--- config.mk ---
export PLATFORM = sky130hd
export DESIGN_NAME = keypad_entry_flat
export DESIGN_NICKNAME = d
export VERILOG_FILES = /design/src/rtl/keypad_entry_pkg.sv /design/src/rtl/keypad_entry_if.sv /design/src/rtl/keypad_entry_sw_debounce.sv /design/src/rtl/keypad_entry.sv /design/src/flat_wrapper.sv
export SDC_FILE = /design/constraint.sdc
export NUM_CORES = 1
export LEC_CHECK = 0
export CAP_MARGIN = 30
export CORE_ASPECT_RATIO = 2
export CORE_MARGIN = 3
export CORE_UTILIZATION = 43
export DETAILED_ROUTE_END_ITERATION = 10
export SLEW_MARGIN = 20
export SYNTH_ARGS = -nofsm -noshare
export SYNTH_HDL_FRONTEND = slang
export SYNTH_SLANG_ARGS = --single-unit
export TNS_END_PERCENT = 100
--- constraint.sdc ---
create_clock -name clk -period 5 [get_ports clk]
set_input_delay 0.5 -clock clk [delete_from_list [all_inputs] [get_ports clk]]
set_output_delay 0.5 -clock clk [all_outputs]
set_load 0.02 [all_outputs]
--- src/rtl/keypad_entry_pkg.sv ---
// Shared constants, LCD sequencer states and the BCD-to-segment decoder
// for the keypad entry front end.
package keypad_pkg;

  localparam logic [7:0] SEG_0   = 8'hFC;
  localparam logic [7:0] SEG_1   = 8'h60;
  localparam logic [7:0] SEG_2   = 8'hDA;
  localparam logic [7:0] SEG_3   = 8'hF2;
  localparam logic [7:0] SEG_4   = 8'h66;
  localparam logic [7:0] SEG_5   = 8'hB6;
  localparam logic [7:0] SEG_6   = 8'hBE;
  localparam logic [7:0] SEG_7   = 8'hE0;
  localparam logic [7:0] SEG_8   = 8'hFE;
  localparam logic [7:0] SEG_9   = 8'hF6;
  localparam logic [7:0] SEG_BLK = 8'h00;

  localparam logic [7:0] LCD_CLEAR      = 8'h01;
  localparam logic [7:0] LCD_CUR_LEFT   = 8'h10;
  localparam logic [7:0] LCD_SPACE      = 8'h20;
  localparam logic [7:0] LCD_DIGIT_BASE = 8'h30;

  // Switch bank layout: digit keys run from bit 11 (key 0) down to bit 2 (key 9)
  localparam int NUM_KEYS  = 12;
  localparam int KEY_BKSP  = 0;
  localparam int KEY_CLEAR = 1;
  localparam int KEY_D9    = 2;
  localparam int KEY_D0    = 11;

  typedef enum logic [1:0] {
    LCD_IDLE  = 2'd0,
    LCD_SEND1 = 2'd1,
    LCD_SEND2 = 2'd2,
    LCD_SEND3 = 2'd3
  } lcd_state_e;

  function automatic logic [7:0] bcd_to_seg(input logic [3:0] d);
    case (d)
      4'd0:    bcd_to_seg = SEG_0;
      4'd1:    bcd_to_seg = SEG_1;
      4'd2:    bcd_to_seg = SEG_2;
      4'd3:    bcd_to_seg = SEG_3;
      4'd4:    bcd_to_seg = SEG_4;
      4'd5:    bcd_to_seg = SEG_5;
      4'd6:    bcd_to_seg = SEG_6;
      4'd7:    bcd_to_seg = SEG_7;
      4'd8:    bcd_to_seg = SEG_8;
      4'd9:    bcd_to_seg = SEG_9;
      default: bcd_to_seg = SEG_BLK;
    endcase
  endfunction

endpackage

--- src/rtl/keypad_entry_if.sv ---
// Byte stream from the keypad entry stage to the LCD writer (valid/ready).
interface keypad_entry_if;
  import keypad_pkg::*;

  logic [7:0] o_lcd_data;
  logic       o_lcd_rs;
  logic       o_lcd_valid;
  logic       i_lcd_ready;

  modport master (output o_lcd_data, output o_lcd_rs, output o_lcd_valid, input  i_lcd_ready);
  modport slave  (input  o_lcd_data, input  o_lcd_rs, input  o_lcd_valid, output i_lcd_ready);
endinterface

--- src/rtl/keypad_entry_sw_debounce.sv ---
// Whole-vector switch debouncer; strobes a key event when the accepted state
// moves from all-released to exactly one pressed key.
module sw_debounce
  import keypad_pkg::*;
#(
  parameter int WIDTH      = NUM_KEYS,
  parameter int DEB_CYCLES = 16
) (
  input  logic                     clk,
  input  logic                     rst,
  input  logic [WIDTH-1:0]         sw,
  output logic [WIDTH-1:0]         stable,
  output logic                     evt,
  output logic [$clog2(WIDTH)-1:0] evt_idx
);

  localparam int CW = $clog2(DEB_CYCLES);
  localparam int IW = $clog2(WIDTH);
  localparam logic [CW-1:0] CNT_MAX = CW'(DEB_CYCLES - 1);

  logic [WIDTH-1:0] prev;
  logic [CW-1:0]    cnt;

  function automatic logic [IW-1:0] idx_of(input logic [WIDTH-1:0] v);
    idx_of = '0;
    for (int i = 0; i < WIDTH; i++)
      if (v[i]) idx_of = IW'(i);
  endfunction

  always_ff @(posedge clk) begin
    if (rst) begin
      prev    <= '0;
      cnt     <= '0;
      stable  <= '0;
      evt     <= 1'b0;
      evt_idx <= '0;
    end else begin
      evt <= 1'b0;
      if (sw != prev) begin
        prev <= sw;
        cnt  <= '0;
      end else if (cnt != CNT_MAX) begin
        cnt <= cnt + 1'b1;
      end else if (stable != prev) begin
        // Only a release-to-single-key transition is a key event
        stable  <= prev;
        evt     <= (stable == '0) && $onehot(prev);
        evt_idx <= idx_of(prev);
      end
    end
  end

endmodule

--- src/rtl/keypad_entry.sv ---
// Keypad entry stage: BCD entry buffer with clear/backspace, LCD byte
// sequencer and a scanned multi-digit 7-segment display.
module keypad_entry
  import keypad_pkg::*;
#(
  parameter int DIGITS     = 4,
  parameter int DEB_CYCLES = 16,
  parameter int SCAN_DIV   = 1000
) (
  input  logic                        clk,
  input  logic                        rst,
  input  logic [NUM_KEYS-1:0]         i_sw_push,
  output logic [7:0]                  o_seg,
  output logic [DIGITS-1:0]           o_seg_sel,
  output logic [4*DIGITS-1:0]         o_value,
  output logic [$clog2(DIGITS+1)-1:0] o_count,
  output logic                        o_full,
  keypad_entry_if.master              lcd
);

  localparam int CNTW = $clog2(DIGITS + 1);
  localparam int PW   = $clog2(DIGITS);
  localparam int DW   = $clog2(SCAN_DIV + 1);
  localparam int KW   = $clog2(NUM_KEYS);

  localparam logic [1:0] ST_IDLE  = LCD_IDLE;
  localparam logic [1:0] ST_SEND1 = LCD_SEND1;
  localparam logic [1:0] ST_SEND2 = LCD_SEND2;
  localparam logic [1:0] ST_SEND3 = LCD_SEND3;

  logic [NUM_KEYS-1:0] db_stable_unused;
  logic                key_evt;
  logic [KW-1:0]       key_idx;

  sw_debounce #(.WIDTH(NUM_KEYS), .DEB_CYCLES(DEB_CYCLES)) u_debounce (
    .clk     (clk),
    .rst     (rst),
    .sw      (i_sw_push),
    .stable  (db_stable_unused),
    .evt     (key_evt),
    .evt_idx (key_idx)
  );

  logic [1:0]          state, state_nxt;
  logic                bs_seq, bs_seq_nxt;
  logic [4*DIGITS-1:0] value_nxt;
  logic [CNTW-1:0]     count_nxt;
  logic [7:0]          data_nxt;
  logic                rs_nxt, valid_nxt;
  logic [3:0]          digit;

  always_comb begin
    value_nxt  = o_value;
    count_nxt  = o_count;
    state_nxt  = state;
    bs_seq_nxt = bs_seq;
    data_nxt   = lcd.o_lcd_data;
    rs_nxt     = lcd.o_lcd_rs;
    valid_nxt  = lcd.o_lcd_valid;
    digit      = 4'(KEY_D0 - int'(key_idx));
    case (state)
      // Events are only honoured in IDLE so buffer and LCD never diverge
      ST_IDLE: begin
        if (key_evt) begin
          if (int'(key_idx) >= KEY_D9) begin
            if (o_count != CNTW'(DIGITS)) begin
              value_nxt  = {o_value[4*DIGITS-5:0], digit};
              count_nxt  = o_count + 1'b1;
              data_nxt   = LCD_DIGIT_BASE + {4'd0, digit};
              rs_nxt     = 1'b1;
              valid_nxt  = 1'b1;
              bs_seq_nxt = 1'b0;
              state_nxt  = ST_SEND1;
            end
          end else if (int'(key_idx) == KEY_CLEAR) begin
            value_nxt  = '0;
            count_nxt  = '0;
            data_nxt   = LCD_CLEAR;
            rs_nxt     = 1'b0;
            valid_nxt  = 1'b1;
            bs_seq_nxt = 1'b0;
            state_nxt  = ST_SEND1;
          end else if (o_count != '0) begin
            value_nxt  = {4'd0, o_value[4*DIGITS-1:4]};
            count_nxt  = o_count - 1'b1;
            data_nxt   = LCD_CUR_LEFT;
            rs_nxt     = 1'b0;
            valid_nxt  = 1'b1;
            bs_seq_nxt = 1'b1;
            state_nxt  = ST_SEND1;
          end
        end
      end
      ST_SEND1: begin
        if (lcd.i_lcd_ready) begin
          if (bs_seq) begin
            data_nxt  = LCD_SPACE;
            rs_nxt    = 1'b1;
            state_nxt = ST_SEND2;
          end else begin
            valid_nxt = 1'b0;
            state_nxt = ST_IDLE;
          end
        end
      end
      ST_SEND2: begin
        if (lcd.i_lcd_ready) begin
          data_nxt  = LCD_CUR_LEFT;
          rs_nxt    = 1'b0;
          state_nxt = ST_SEND3;
        end
      end
      ST_SEND3: begin
        if (lcd.i_lcd_ready) begin
          valid_nxt = 1'b0;
          state_nxt = ST_IDLE;
        end
      end
      default: begin
        valid_nxt = 1'b0;
        state_nxt = ST_IDLE;
      end
    endcase
  end

  logic [DW-1:0]     scan_div, div_nxt;
  logic [PW-1:0]     scan_pos, pos_nxt;
  logic [7:0]        seg_nxt;
  logic              div_wrap;

  // Segment data is decoded from next-state values so o_seg tracks o_seg_sel
  always_comb begin
    div_wrap = (scan_div == DW'(SCAN_DIV - 1));
    div_nxt  = div_wrap ? '0 : scan_div + 1'b1;
    pos_nxt  = scan_pos;
    if (div_wrap)
      pos_nxt = (scan_pos == PW'(DIGITS - 1)) ? '0 : scan_pos + 1'b1;
    seg_nxt = SEG_BLK;
    if (count_nxt == '0) begin
      if (pos_nxt == '0) seg_nxt = SEG_0;
    end else if (int'(pos_nxt) < int'(count_nxt)) begin
      seg_nxt = bcd_to_seg(value_nxt[4*pos_nxt +: 4]);
    end
  end

  always_ff @(posedge clk) begin
    if (rst) begin
      o_value         <= '0;
      o_count         <= '0;
      o_full          <= 1'b0;
      state           <= ST_IDLE;
      bs_seq          <= 1'b0;
      lcd.o_lcd_data  <= 8'h00;
      lcd.o_lcd_rs    <= 1'b0;
      lcd.o_lcd_valid <= 1'b0;
      scan_div        <= '0;
      scan_pos        <= '0;
      o_seg_sel       <= DIGITS'(1);
      o_seg           <= SEG_0;
    end else begin
      o_value         <= value_nxt;
      o_count         <= count_nxt;
      o_full          <= (count_nxt == CNTW'(DIGITS));
      state           <= state_nxt;
      bs_seq          <= bs_seq_nxt;
      lcd.o_lcd_data  <= data_nxt;
      lcd.o_lcd_rs    <= rs_nxt;
      lcd.o_lcd_valid <= valid_nxt;
      scan_div        <= div_nxt;
      scan_pos        <= pos_nxt;
      o_seg_sel       <= DIGITS'(1) << pos_nxt;
      o_seg           <= seg_nxt;
    end
  end

endmodule

--- src/flat_wrapper.sv ---
// flat-port wrapper written by rule: the top's interface ports become plain ports
module keypad_entry_flat import keypad_pkg::*;
#(
  parameter int DIGITS     = 4,
  parameter int DEB_CYCLES = 16,
  parameter int SCAN_DIV   = 1000
)
  (clk, rst, i_sw_push, o_seg, o_seg_sel, o_value, o_count, o_full, lcd_o_lcd_data, lcd_o_lcd_rs, lcd_o_lcd_valid, lcd_i_lcd_ready);
  keypad_entry_if lcd_i ();
  input  logic clk;
  input  logic rst;
  input  logic [NUM_KEYS-1:0] i_sw_push;
  output logic [7:0] o_seg;
  output logic [DIGITS-1:0] o_seg_sel;
  output logic [4*DIGITS-1:0] o_value;
  output logic [$clog2(DIGITS+1)-1:0] o_count;
  output logic o_full;
  output wire logic [$bits(lcd_i.o_lcd_data)-1:0] lcd_o_lcd_data;
  output wire logic [$bits(lcd_i.o_lcd_rs)-1:0] lcd_o_lcd_rs;
  output wire logic [$bits(lcd_i.o_lcd_valid)-1:0] lcd_o_lcd_valid;
  input wire logic [$bits(lcd_i.i_lcd_ready)-1:0] lcd_i_lcd_ready;
  assign lcd_o_lcd_data = lcd_i.o_lcd_data;
  assign lcd_o_lcd_rs = lcd_i.o_lcd_rs;
  assign lcd_o_lcd_valid = lcd_i.o_lcd_valid;
  assign lcd_i.i_lcd_ready = lcd_i_lcd_ready;
  keypad_entry #(.DIGITS(DIGITS), .DEB_CYCLES(DEB_CYCLES), .SCAN_DIV(SCAN_DIV)) u_core (.clk(clk), .rst(rst), .i_sw_push(i_sw_push), .o_seg(o_seg), .o_seg_sel(o_seg_sel), .o_value(o_value), .o_count(o_count), .o_full(o_full), .lcd(lcd_i));
endmodule
Yosys cells after proc, flatten, opt, wreduce, memory -nomap -nowiden
Memories as Yosys holds them, arrays and structs flattened.
Index checks and enable logic that the tools add are counted.
- register bits after elaboration: 90
- ROM bits: 112
- logic and storage cells: 147
- memories kept: 1
- memory list (memory ; depth ; width ; rd ports ; clocked after Yosys merged registers in ; wr ports ; RTL line ; RTL):
    (no name shown) ; 16 ; 7 ; 1 ; 0 ; 0 ; keypad_entry_pkg.sv:37 ; case (d)
- add/subtract/negate cells: 18
- order comparisons: 2
- equal/unequal tests: 21
- shifts and indexed selects: 2
- mux-type cells: 66
- bitwise logic cells: 3
- reductions and logical operators: 17
- operators with widths (operator ; number):
    two-way mux 16 bit ; 6
    two-way mux 8 bit ; 11
    two-way mux 4 bit ; 10
    inequality test 12 bit ; 2
    case mux 8 bit (3 select lines) ; 1
    two-way mux 2 bit ; 11
    two-way mux 1 bit ; 18
    two-way mux 3 bit ; 6
    variable part select 16 x 5 -> 4 bit ; 1
    AND reduction 7 bit ; 2
    adder 1 x 1 -> 2 bit ; 6
    zero test 12 bit ; 1
    inequality test 2 bit, second input constant ; 6
    nonzero test 3 bit ; 4
    adder 10 x 1 -> 10 bit, second input constant ; 1
    == test 10 bit, second input constant ; 1
    adder 2 x 2 -> 3 bit ; 3
    case mux 2 bit (4 select lines) ; 1
    adder 6 x 4 -> 7 bit, first input constant ; 1
    == test 2 bit, second input constant ; 3
    inequality test 3 bit, second input constant ; 2
    case mux 1 bit (3 select lines) ; 2
    AND reduction 6 bit ; 1
    adder 3 x 3 -> 4 bit ; 1
    24 further kinds ; 28

Logic depth before layout (Yosys ltp)
Gate-level depths: netlist (run 1).
- depth in word-level cells: 11
- mapped depth: 15
- mapped depth without buffers: 12

Cells and area by module
Synthesis (run 1) repeated with hierarchy kept, for this count alone.
- cells, all modules: 534
- area, all modules: 4817.1 um^2
- modules (own cells, without submodules) (module ; instances ; cells each ; area each (um^2)):
    keypad_entry ; 1 ; 318 ; 2820.2
    sw_debounce ; 1 ; 216 ; 1996.9

Worst setup path before layout (run 1)
OpenSTA, ideal clock, no wires.
- path type: flip-flop to flip-flop
- from: register u_core.u_debounce.prev[3]
- to: register u_core.u_debounce.evt
- setup time: 78 ps
- data arrival time: 3474 ps
- data required time: 4922 ps
- slack: 1449 ps
- stages on the path, launching flop included: 13
- path buffers: 0
- period minus slack after synthesis: 3551 ps
- cell sequence: dfxtp_1 -> fa_1 -> fa_1 -> inv_1 -> fa_1 -> fa_1 -> inv_1 -> ha_1 -> inv_1 -> fa_1 -> nor4b_1 -> nand4_1 -> nor3_1
- cells in the longest elaborated chain, start to end: 6
- elaborated cells between the ends (all ways): 10
- classes of those cells: 4 x add/sub; 3 x eq/ne; 1 x bitwise; 2 x reduce/logical
- ends and longest elaborated chain (element ; RTL line ; RTL):
    start: declaration ; keypad_entry_sw_debounce.sv:21 ; logic [WIDTH-1:0] prev;
    start signal: assignment ; keypad_entry_sw_debounce.sv:40 ; prev <= sw;
    adder 1 x 1 -> 2 bit (not written as such) ; keypad_entry_sw_debounce.sv:47 ; evt <= (stable == '0) && $onehot(prev);
    adder 2 x 2 -> 3 bit (not written as such) ; keypad_entry_sw_debounce.sv:47 ;
    adder 3 x 3 -> 4 bit (not written as such) ; keypad_entry_sw_debounce.sv:47 ;
    adder 4 x 3 -> 4 bit (not written as such) ; keypad_entry_sw_debounce.sv:47 ;
    == test 4 x 1 -> 1 bit ; keypad_entry_sw_debounce.sv:47 ;
    logical AND 1 bit ; keypad_entry_sw_debounce.sv:47 ;
    end signal: assignment ; keypad_entry_sw_debounce.sv:47 ;
    end: declaration ; keypad_entry_sw_debounce.sv:13 ; output logic evt,
Several ways; a longest one is shown, not always the timed one.
A chain may end at the register's enable or synchronous reset.

Worst setup path after layout (run 1)
- from: register u_core.u_debounce.prev[9]
- to: register u_core.u_debounce.evt
- cells in the longest elaborated chain, start to end: 5
- elaborated cells between the ends (all ways): 9
- classes of those cells: 3 x add/sub; 3 x eq/ne; 1 x bitwise; 2 x reduce/logical
- ends and longest elaborated chain (element ; RTL line):
    adder 1 x 1 -> 2 bit (not written as such) ; keypad_entry_sw_debounce.sv:47
    adder 2 x 2 -> 3 bit (not written as such) ; keypad_entry_sw_debounce.sv:47
    adder 4 x 3 -> 4 bit (not written as such) ; keypad_entry_sw_debounce.sv:47
    == test 4 x 1 -> 1 bit ; keypad_entry_sw_debounce.sv:47
    logical AND 1 bit ; keypad_entry_sw_debounce.sv:47
Several ways; a longest one is shown, not always the timed one.

==> flow_metrics.py, run 1 <==
metrics = {
    "status": {
        "result_of_the_run": "complete, no violations",
    },
    "critical_path": {
        "worstSetupPathType": "reg -> reg",
        "r2r_endpoint": "u_core.u_debounce.evt$_SDFF_PP0_",
        "category_of_the_worst_setup_path_launch_point": "flop",
        "worstSetupStartpoint": "u_core.u_debounce.prev[9]$_SDFFE_PP0P_",
        "setup.worst_path.end_class": "flop",
        "worst-path-max-fanout": 7,
        "worst_case_reg_to_reg_path_depth": 12,
        "origin_of_the_critical_flop_to_flop_path": "u_core.u_debounce.prev[9]$_SDFFE_PP0P_",
        "flop2flop_setup_slack_ns": 1.11,
        "setup.worst_path.end": "u_core.u_debounce.evt$_SDFF_PP0_",
        "critical_path_arrival_ns": 4.16,
        "timing.critical_path.required_ns": 5.26,
    },
    "pwr": {
        "power.density_cell_area_nw_per_um2": 286,
        "ir_drop_uv": 201,
        "p_leak_nw": 2.13,
        "report.power.total_mw": 1.57,
    },
    "clock_tree": {
        "clock_tree.htree_level_count": 3,
        "cts_setup_buffers": 0,
        "clock-sinks": 86,
        "clkSlewWorstSetupHoldPaths_ns": 0.07,
        "clkLatencyLatePin_ns": 0.34,
        "cts-hold-fix-buffers": 0,
        "cts_resized": 0,
        "cts_root_buf": "sky130_fd_sc_hd__clkbuf_16",
        "cts_tree": "done",
        "clock_path_buffers": 2,
        "tritoncts.num_buffers": 9,
    },
    "cells_and_area": {
        "final_cells": 688,
        "final_nets": 592,
        "final_design_area_no_fill_um2": 5500,
        "area_grow_syn2layout_pct": 20.2,
        "drive_above_1_share": 0.0705,
        "n_antenna_cell": 0,
        "layout.cells.most_common_list": "sky130_fd_sc_hd__dfxtp_1 (86), sky130_fd_sc_hd__nor2_1 (70), sky130_fd_sc_hd__clkdlybuf4s50_1 (52), sky130_fd_sc_hd__inv_1 (34), sky130_fd_sc_hd__mux2i_1 (31)",
        "mostFrequentLayoutCell": "sky130_fd_sc_hd__dfxtp_1",
        "finish.utilization": 0.535,
    },
    "floorplan": {
        "start_util": 0.445,
        "core.rowCount": 52,
        "pin_count": 57,
        "die_h_um": 152,
        "dieArea_um2": 12000,
        "dieWidth_um": 79.0,
        "core_area_um2": 10300,
    },
    "sta": {
        "setup-violations-final": 0,
        "post-route-worst-setup-slack_ns": 1.11,
        "layout_min_cycle_time_ns": 3.89,
        "finalCritPeriodShare": 0.779,
        "finalClockSkew_ns": 0.00940,
        "fin_hold_ws_ns": 0.475,
        "finalHoldViolCount": 0,
        "fin_setup_tns_ns": 0,
        "drv_slew": 0,
        "worst_slew_margin_rel": 0.467,
        "worst_slew_pin_slew_ns": 0.799,
        "grt_setup_unrepaired": "false",
        "max_freq_mhz": 257,
    },
    "place": {
        "placedInstanceArea_um2": 5180,
        "dp.final_hpwl_um": 8740,
        "preCtsSetupSlack_ns": 1.11,
        "post-place-cells": 671,
        "io_buffers": 53,
        "place.gp.congestion": 0.906,
    },
    "yosys": {
        "number_of_enable_type_register_cells_in_the_synthesized_netlist": 0,
        "syn_avg_cell_area_um2": 9.09,
        "post_synth_inst_count": 504,
        "post_synth_instance_area_um2": 4580,
        "ys_types": 60,
        "ys_dominant_reg_cell": "sky130_fd_sc_hd__dfxtp_1",
        "async_flop_share": 0,
        "synthesis.yosys.warnings": 0,
        "ys_seq_area_frac": 0.376,
        "postSynthRegisterBits": 86,
    },
    "global_routing": {
        "grt_first_pass_wirelength_um": 18600,
        "met3_usage": 0.0415,
        "grt-busiest-layer": "met2",
        "globalRouteOverflowTotal": 0,
        "first_global_vias": 3910,
        "antenna_violations_before_repair": 0,
        "maximum_number_of_pins_on_one_net_before_global_route_repair": 40,
        "met2_use_gr": 0.377,
        "grt_use_total": 0.197,
        "grt_use_met1": 0.182,
    },
    "routing": {
        "drt_wl_total_um": 11300,
        "antenna_left": 0,
        "drt_first_pass_iters": 8,
        "average_wire_length_per_cell_after_detail_routing_um": 16.4,
        "dr_total_vias": 3794,
        "route.detailed.vias_per_inst": 5.51,
        "drcViolationCount": 0,
        "detailedRoute.firstIterationViolations": 236,
    },
    "min_path": {
        "timing.hold.worst.start": "u_core.scan_div[0]$_SDFF_PP0_",
        "holdCritPathClass": "reg -> reg",
    },
    "run": {
        "timing.max_cap.violations": 0,
    },
}
==> cell families after synthesis <==
family,count (synthesis),synth area share
fa+ha+maj,29,0.0907
buf+inv,62,0.0582
simple gates,177,0.196
compound gates,80,0.132
xor+xnor,31,0.0593
flops,86,0.376
mux,38,0.0866
other cells,1,0.000819
==> cells in the mapped netlist, types with 14 or more instances <==
cell type,count,area share
sky130_fd_sc_hd__inv_1,34,0.028
sky130_fd_sc_hd__nor2b_1,15,0.020
sky130_fd_sc_hd__clkbuf_1,14,0.011
sky130_fd_sc_hd__nor3_1,16,0.017
sky130_fd_sc_hd__dfxtp_1,86,0.38
sky130_fd_sc_hd__xor2_1,14,0.027
sky130_fd_sc_hd__ha_1,22,0.060
sky130_fd_sc_hd__xnor2_1,17,0.033
sky130_fd_sc_hd__nor2_1,70,0.057
sky130_fd_sc_hd__o21ai_0,14,0.015
sky130_fd_sc_hd__a21oi_1,18,0.020
sky130_fd_sc_hd__mux2i_1,31,0.068
sky130_fd_sc_hd__nand2_1,20,0.016
==> flip-flops by register name (all words and copies together), names as in the netlist, 2 cells and up, named ones only <==
name,flops
u_core.o_value,16
u_core.u_debounce.prev,12
u_core.u_debounce.stable,12
u_core.scan_div,10
u_core.o_seg,7
u_core.lcd.o_lcd_data,6
u_core.o_seg_sel,4
u_core.u_debounce.cnt,4
u_core.u_debounce.evt_idx,4
u_core.o_count,3
u_core.scan_pos,2
==> how the worst min path moves through the flow <==
| stage | depth (start not counted) | slack (ns) | end |
|---|---|---|---|
| 2_1_floorplan | 1 | 0.43 | u_core.scan_div[0]$_SDFF_PP0_ |
| 3_3_place_gp | 1 | 0.44 | u_core.scan_div[0]$_SDFF_PP0_ |
| 3_5_place_dp | 1 | 0.47 | u_core.scan_div[0]$_SDFF_PP0_ |
| 4_1_cts | 1 | 0.49 | u_core.scan_div[0]$_SDFF_PP0_ |
| 5_1_grt | 1 | 0.52 | u_core.scan_div[0]$_SDFF_PP0_ |
| 6_report | 1 | 0.48 | u_core.scan_div[0]$_SDFF_PP0_ |
==> critical path, stage by stage (launching register included) <==
cell	delay [ns]
sky130_fd_sc_hd__dfxtp_1	0.51
sky130_fd_sc_hd__fa_1	0.51
sky130_fd_sc_hd__fa_1	0.50
sky130_fd_sc_hd__inv_1	0.05
sky130_fd_sc_hd__fa_1	0.49
sky130_fd_sc_hd__fa_1	0.42
sky130_fd_sc_hd__inv_1	0.07
sky130_fd_sc_hd__ha_1	0.16
sky130_fd_sc_hd__inv_1	0.05
sky130_fd_sc_hd__fa_1	0.47
sky130_fd_sc_hd__nor4b_1	0.25
sky130_fd_sc_hd__nand4_1	0.14
sky130_fd_sc_hd__nor3_1	0.20
==> power by group <==
part           internal, mW  switching [mW]
logic                0.0768          0.0898
clock network         0.408           0.286
registers             0.697          0.0169
total                  1.18           0.392
==> cell type report <==
type | count | area [µm²]
Multi-Input combinational cell | 358 | 2600
Fill cell | 983 | 4780
Clock buffer | 10 | 239
Sequential cell | 86 | 1720
Clock inverter | 6 | 72.6
Inverter | 34 | 128
Tap cell | 135 | 169
Timing Repair Buffer | 59 | 576
==> layer usage <==
layer	part of all wire	routed length (µm)
met5	0	0
met4	0.043	490
met1	0.34	3850
met2	0.58	6540
met3	0.035	399
Power figures use the tool's default switching activity.
==> run 2: changes to the inputs <==
==> constraint.sdc (replaced) <==
create_clock -name clk -period 3.7 [get_ports clk]
set_input_delay 0.37 -clock clk [delete_from_list [all_inputs] [get_ports clk]]
set_output_delay 0.37 -clock clk [all_outputs]
set_load 0.02 [all_outputs]
==> run 2 against run 1 <==
Wire length fell by 0.80%; non-clock buffer count rose by 17; critical endpoint unchanged; largest power group is now the clock network; global-route usage rose by 0.10 points; cell count rose by 2.5%.
==> flow_metrics.py, run 2 (synthesized netlist as in run 1, its figures left out) <==
metrics = {
    "status": {
        "result_of_the_run": "complete, no violations",
    },
    "routing": {
        "drt_first_pass_iters": 4,
        "average_wire_length_per_cell_after_detail_routing_um": 15.9,
        "detailedRoute.firstIterationViolations": 198,
        "antenna_left": 0,
        "drcViolationCount": 0,
        "dr_total_vias": 3795,
        "drt_wl_total_um": 11200,
        "route.detailed.vias_per_inst": 5.38,
    },
    "min_path": {
        "min_delay_worst_endpoint": "u_core.scan_div[0]$_SDFF_PP0_",
        "timing.hold.worst.start": "u_core.scan_div[0]$_SDFF_PP0_",
        "holdCritPathClass": "reg -> reg",
        "hold_depth": 1,
    },
    "place": {
        "preCtsSetupSlack_ns": 0.0316,
        "place.gp.congestion": 0.890,
        "io_buffers": 53,
        "dp.final_hpwl_um": 8740,
    },
    "floorplan": {
        "dieArea_um2": 12000,
        "die_h_um": 152,
        "start_util": 0.445,
        "core.rowCount": 52,
        "dieWidth_um": 79.0,
        "core_area_um2": 10300,
        "pin_count": 57,
    },
    "critical_path": {
        "worst_case_reg_to_reg_path_depth": 12,
        "timing.critical_path.required_ns": 3.96,
        "critical_path_arrival_ns": 3.81,
        "worst-path-max-fanout": 2,
        "origin_of_the_critical_flop_to_flop_path": "u_core.u_debounce.prev[3]$_SDFFE_PP0P_",
        "flop2flop_setup_slack_ns": 0.16,
        "setup.worst_path.end_class": "flop",
        "category_of_the_worst_setup_path_launch_point": "flop",
        "worstSetupPathType": "reg -> reg",
        "r2r_endpoint": "u_core.u_debounce.evt$_SDFF_PP0_",
    },
    "pwr": {
        "ir_drop_uv": 226,
        "report.power.total_mw": 2.18,
        "power.density_cell_area_nw_per_um2": 383,
        "p_leak_nw": 2.22,
    },
    "clock_tree": {
        "clock_path_buffers": 2,
        "clock_tree.htree_level_count": 3,
        "clkLatencyLatePin_ns": 0.33,
        "cts_tree": "done",
        "clkSlewWorstSetupHoldPaths_ns": 0.06,
        "cts_root_buf": "sky130_fd_sc_hd__clkbuf_16",
        "clock-sinks": 86,
        "tritoncts.num_buffers": 9,
    },
    "cells_and_area": {
        "drive_above_1_share": 0.107,
        "sequential_cell_area_um2": 1720,
        "layout.cells.most_common_list": "sky130_fd_sc_hd__dfxtp_1 (85), sky130_fd_sc_hd__nor2_1 (70), sky130_fd_sc_hd__clkdlybuf4s50_1 (52), sky130_fd_sc_hd__inv_1 (33), sky130_fd_sc_hd__mux2i_1 (30)",
        "multiInputGateArea_um2": 2630,
        "finish.utilization": 0.552,
        "n_antenna_cell": 0,
        "area_grow_syn2layout_pct": 24.0,
        "reg.largest.list": "u_core.o_value: 16 flops, u_core.u_debounce.prev: 12 flops, u_core.u_debounce.stable: 12 flops",
        "mostFrequentLayoutCell": "sky130_fd_sc_hd__dfxtp_1",
        "largest-register": "u_core.o_value",
        "num-fill-cells": 1036,
        "largest_reg_flops": 16,
        "final_nets": 609,
    },
    "sta": {
        "max_freq_mhz": 282,
        "drv_slew": 0,
        "finalCritPeriodShare": 0.958,
        "worst_slew_pin_slew_ns": 0.902,
        "finalClockSkew_ns": 0.00498,
        "layout_min_cycle_time_ns": 3.54,
        "finalHoldViolCount": 0,
        "post-route-worst-setup-slack_ns": 0.157,
        "worst_slew_margin_rel": 0.399,
        "fin_setup_tns_ns": 0,
        "grt_setup_unrepaired": "true",
        "setup-violations-final": 0,
    },
    "run": {
        "timing.max_cap.violations": 0,
    },
    "global_routing": {
        "grt-busiest-layer": "met2",
        "maximum_number_of_pins_on_one_net_before_global_route_repair": 49,
        "first_global_vias": 3979,
        "met2_use_gr": 0.382,
        "globalRouteOverflowTotal": 0,
        "met3_usage": 0.0409,
        "grt_use_met1": 0.182,
        "grt_first_pass_wirelength_um": 18900,
        "antenna_violations_before_repair": 0,
        "grt_use_total": 0.198,
    },
}
run 2: routing by layer:
layer	share of wire	vias to the layer above	wire, µm
met1	0.34	1812	3820
li1	-	1870	-
met2	0.58	82	6470
met5	0	-	0
met4	0.048	0	534
met3	0.034	31	377
run 2: area by class of cell:
type | instances | area share
clock buffer | 11 | 0.0427
clock inverter | 5 | 0.0143
inverter | 34 | 0.0225
tap | 135 | 0.0297
multi-input combinational | 358 | 0.462
timing repair buffer | 76 | 0.125
sequential | 86 | 0.303
run 2: worst max-delay path, cell delays in order, from the launching register on:
cell,delay [ns]
sky130_fd_sc_hd__dfxtp_2,0.33
sky130_fd_sc_hd__fa_1,0.50
sky130_fd_sc_hd__fa_1,0.51
sky130_fd_sc_hd__inv_1,0.05
sky130_fd_sc_hd__fa_1,0.49
sky130_fd_sc_hd__fa_1,0.41
sky130_fd_sc_hd__inv_1,0.07
sky130_fd_sc_hd__ha_2,0.17
sky130_fd_sc_hd__inv_2,0.04
sky130_fd_sc_hd__fa_1,0.48
sky130_fd_sc_hd__nor4b_4,0.18
sky130_fd_sc_hd__nand4_1,0.14
sky130_fd_sc_hd__nor3_2,0.12
run 2: power breakdown:
part           internal [mW]  switching (mW)
Sequential             0.942          0.0125
Clock                  0.611           0.364
Combinational          0.118           0.129
run 2: what timing repair did:
action,4_1_cts,5_1_grt
endpoints found under the setup margin,0,2
buffers inserted,0,0
resized for setup,0,7
hold buffers,0,0
run 2: metrics by stage:
step,hold slack (ns),instances,cell area [µm²]
2_1_floorplan,0.430,506,4590
3_3_place_gp,0.442,688,5320
3_5_place_dp,0.449,689,5330
4_1_cts,0.463,705,5650
5_1_grt,0.504,705,5680
6_report,0.460,705,5680
run 2: how the worst max path moves through the flow:
stage               slack (ns)                          endpoint                                   start
detailed placement        0.03  u_core.u_debounce.evt$_SDFF_PP0_  u_core.u_debounce.prev[0]$_SDFFE_PP0P_
finish                    0.16  u_core.u_debounce.evt$_SDFF_PP0_  u_core.u_debounce.prev[3]$_SDFFE_PP0P_
CTS                       0.01  u_core.u_debounce.evt$_SDFF_PP0_  u_core.u_debounce.prev[0]$_SDFFE_PP0P_
global route             -0.04  u_core.u_debounce.evt$_SDFF_PP0_  u_core.u_debounce.prev[3]$_SDFFE_PP0P_
global placement          0.14  u_core.u_debounce.evt$_SDFF_PP0_  u_core.u_debounce.prev[0]$_SDFFE_PP0P_
floorplan                 0.15  u_core.u_debounce.evt$_SDFF_PP0_  u_core.u_debounce.prev[3]$_SDFFE_PP0P_
==> run 3: changes to the inputs <==
--- a/config.mk
+++ b/config.mk
@@ -8,7 +8,7 @@
 export CAP_MARGIN = 30
 export CORE_ASPECT_RATIO = 2
 export CORE_MARGIN = 3
-export CORE_UTILIZATION = 43
+export CORE_UTILIZATION = 31
 export DETAILED_ROUTE_END_ITERATION = 10
 export SLEW_MARGIN = 20
 export SYNTH_ARGS = -nofsm -noshare
==> run 3 against run 2 <==
Fmax shrank 3.6%; combinational power is essentially flat; cell count grew 8.1%; first-iteration DRC count grew 30%; worst hold slack gained 0.0060 ns; total power grew 6.3%; via count grew 0.95%; wire length grew 5.0%; non-clock buffer count is the same; clock power grew 14%; design area grew 1.7%; die area grew 36%.
==> flow_metrics.py, run 3 (synthesized netlist as in run 1, its figures left out) <==
metrics = {
    "pwr": {
        "power.density_cell_area_nw_per_um2": 401,
        "int_pwr_mw": 1.80,
        "power.net_switching_uw": 509,
        "sequentialPowerShare": 0.414,
        "power_switching_share": 0.220,
        "ir_drop_uv": 285,
        "power.combinational.fraction": 0.106,
        "power.share.clock": 0.480,
        "p_leak_nw": 2.24,
    },
    "global_routing": {
        "antenna_violations_before_repair": 0,
        "grt_first_pass_wirelength_um": 19100,
        "maximum_number_of_pins_on_one_net_before_global_route_repair": 47,
        "globalRouteOverflowTotal": 0,
        "grt_use_total": 0.147,
        "first_global_vias": 3942,
    },
    "routing": {
        "route.detailed.vias_per_inst": 5.03,
        "dr_total_vias": 3831,
        "antenna_left": 0,
        "drt_wl_total_um": 11800,
        "drt_first_pass_iters": 5,
        "average_wire_length_per_cell_after_detail_routing_um": 15.4,
        "drcViolationCount": 0,
        "detailedRoute.firstIterationViolations": 258,
    },
    "critical_path": {
        "critical_path_arrival_ns": 3.93,
        "timing.critical_path.required_ns": 3.96,
        "origin_of_the_critical_flop_to_flop_path": "u_core.u_debounce.prev[3]$_SDFFE_PP0P_",
        "category_of_the_worst_setup_path_launch_point": "flop",
        "flop2flop_setup_slack_ns": 0.03,
        "r2r_endpoint": "u_core.u_debounce.evt$_SDFF_PP0_",
        "worstSetupStartpoint": "u_core.u_debounce.prev[3]$_SDFFE_PP0P_",
        "worstSetupPathType": "reg -> reg",
        "setup.worst_path.end": "u_core.u_debounce.evt$_SDFF_PP0_",
        "setup.worst_path.end_class": "flop",
        "worst_case_reg_to_reg_path_depth": 12,
        "worst-path-max-fanout": 2,
    },
    "cells_and_area": {
        "sequential_cell_area_um2": 1720,
        "layout.cells.most_common_list": "sky130_fd_sc_hd__dfxtp_1 (85), sky130_fd_sc_hd__nor2_1 (70), sky130_fd_sc_hd__clkdlybuf4s50_1 (52), sky130_fd_sc_hd__inv_1 (33), sky130_fd_sc_hd__mux2i_1 (31)",
        "mostFrequentLayoutCell": "sky130_fd_sc_hd__dfxtp_1",
        "multiInputGateArea_um2": 2620,
        "area_grow_syn2layout_pct": 26.1,
        "final_cells": 762,
        "largest-register": "u_core.o_value",
        "num-fill-cells": 1481,
        "final_nets": 609,
        "reg.largest.list": "u_core.o_value: 16 flops, u_core.u_debounce.prev: 12 flops, u_core.u_debounce.stable: 12 flops",
        "final_design_area_no_fill_um2": 5780,
        "largest_reg_flops": 16,
        "n_antenna_cell": 0,
        "finish.utilization": 0.400,
        "drive_above_1_share": 0.107,
    },
    "sta": {
        "worst_slew_margin_rel": 0.430,
        "fin_hold_ws_ns": 0.466,
        "worst_slew_pin_slew_ns": 0.855,
        "setup-violations-final": 0,
        "post-route-worst-setup-slack_ns": 0.0256,
        "drv_slew": 0,
        "grt_setup_unrepaired": "true",
        "finalHoldViolCount": 0,
        "finalCritPeriodShare": 0.993,
        "max_freq_mhz": 272,
        "layout_min_cycle_time_ns": 3.67,
        "finalClockSkew_ns": 0.00921,
    },
    "clock_tree": {
        "clkSlewWorstSetupHoldPaths_ns": 0.07,
        "clock_tree.htree_level_count": 3,
        "cts-hold-fix-buffers": 0,
        "clock_path_buffers": 2,
        "clock-sinks": 86,
        "cts_tree": "done",
        "cts_root_buf": "sky130_fd_sc_hd__clkbuf_16",
        "clkLatencyLatePin_ns": 0.34,
        "tritoncts.num_buffers": 9,
    },
    "place": {
        "preCtsSetupSlack_ns": -0.133,
        "placedInstanceArea_um2": 5380,
        "io_buffers": 53,
        "dp.final_hpwl_um": 9160,
        "post-place-cells": 745,
        "place.gp.congestion": 0.827,
    },
    "min_path": {
        "holdCritPathClass": "reg -> reg",
    },
    "floorplan": {
        "die_h_um": 178,
        "dieWidth_um": 91.9,
        "start_util": 0.317,
        "core_area_um2": 14400,
        "core.rowCount": 62,
        "pin_count": 57,
        "dieArea_um2": 16400,
    },
    "status": {
        "result_of_the_run": "complete, no violations",
    },
    "run": {
        "timing.max_cap.violations": 0,
    },
}
run 3: worst min-delay path by stage:
stage,startpoint,end,slack [ns],cells past startpoint
floorplan,u_core.scan_div[0]$_SDFF_PP0_,u_core.scan_div[0]$_SDFF_PP0_,0.43,1
global placement,u_core.scan_div[0]$_SDFF_PP0_,u_core.scan_div[0]$_SDFF_PP0_,0.45,1
detailed placement,u_core.scan_div[0]$_SDFF_PP0_,u_core.scan_div[0]$_SDFF_PP0_,0.46,1
CTS,u_core.scan_div[0]$_SDFF_PP0_,u_core.scan_div[0]$_SDFF_PP0_,0.47,1
global route,u_core.scan_div[0]$_SDFF_PP0_,u_core.scan_div[0]$_SDFF_PP0_,0.52,1
finish,u_core.scan_div[0]$_SDFF_PP0_,u_core.scan_div[0]$_SDFF_PP0_,0.47,1
run 3: power groups by stage:
stage	Combinational [mW]	Clock [mW]	Sequential, mW
CTS	0.246	1.13	0.958
detailed placement	0.235	0	0.979
global route	0.278	1.18	0.960
finish	0.245	1.11	0.958
floorplan	0.149	0	0.985
global placement	0.219	0	0.978
run 3: layer usage:
metal / part of all wire / global-route usage
met5: 0 / 0
met2: 0.58 / 0.294
met1: 0.34 / 0.130
met3: 0.032 / 0.0322
met4: 0.051 / 0.0875
run 3: critical path, cell delays in order, from the launching register on:
cell	delay, ns
sky130_fd_sc_hd__dfxtp_2	0.33
sky130_fd_sc_hd__fa_1	0.51
sky130_fd_sc_hd__fa_1	0.53
sky130_fd_sc_hd__inv_1	0.05
sky130_fd_sc_hd__fa_1	0.49
sky130_fd_sc_hd__fa_1	0.41
sky130_fd_sc_hd__inv_1	0.07
sky130_fd_sc_hd__ha_2	0.18
sky130_fd_sc_hd__inv_2	0.04
sky130_fd_sc_hd__fa_1	0.48
sky130_fd_sc_hd__nor4b_4	0.19
sky130_fd_sc_hd__nand4_1	0.14
sky130_fd_sc_hd__nor3_1	0.16
run 3: through the flow:
stage | total power, mW | setup TNS [ns]
global route | 2.42 | -0.0980
floorplan | 1.13 | 0
finish | 2.31 | 0
CTS | 2.34 | 0
global placement | 1.20 | 0
detailed placement | 1.21 | -0.133
run 3: timing repair:
action / 4_1_cts / 5_1_grt
pin swaps: 1 / 3
buffers inserted: 0 / 1
resized for setup: 2 / 4
setup endpoints to repair: 1 / 2
run 3: cell type report:
class / count / area share
inverter: 34 / 0.0221
tap: 192 / 0.0416
timing repair buffer: 76 / 0.120
multi-input combinational: 358 / 0.453
sequential: 86 / 0.298
clock buffer: 10 / 0.0414
clock inverter: 6 / 0.0230
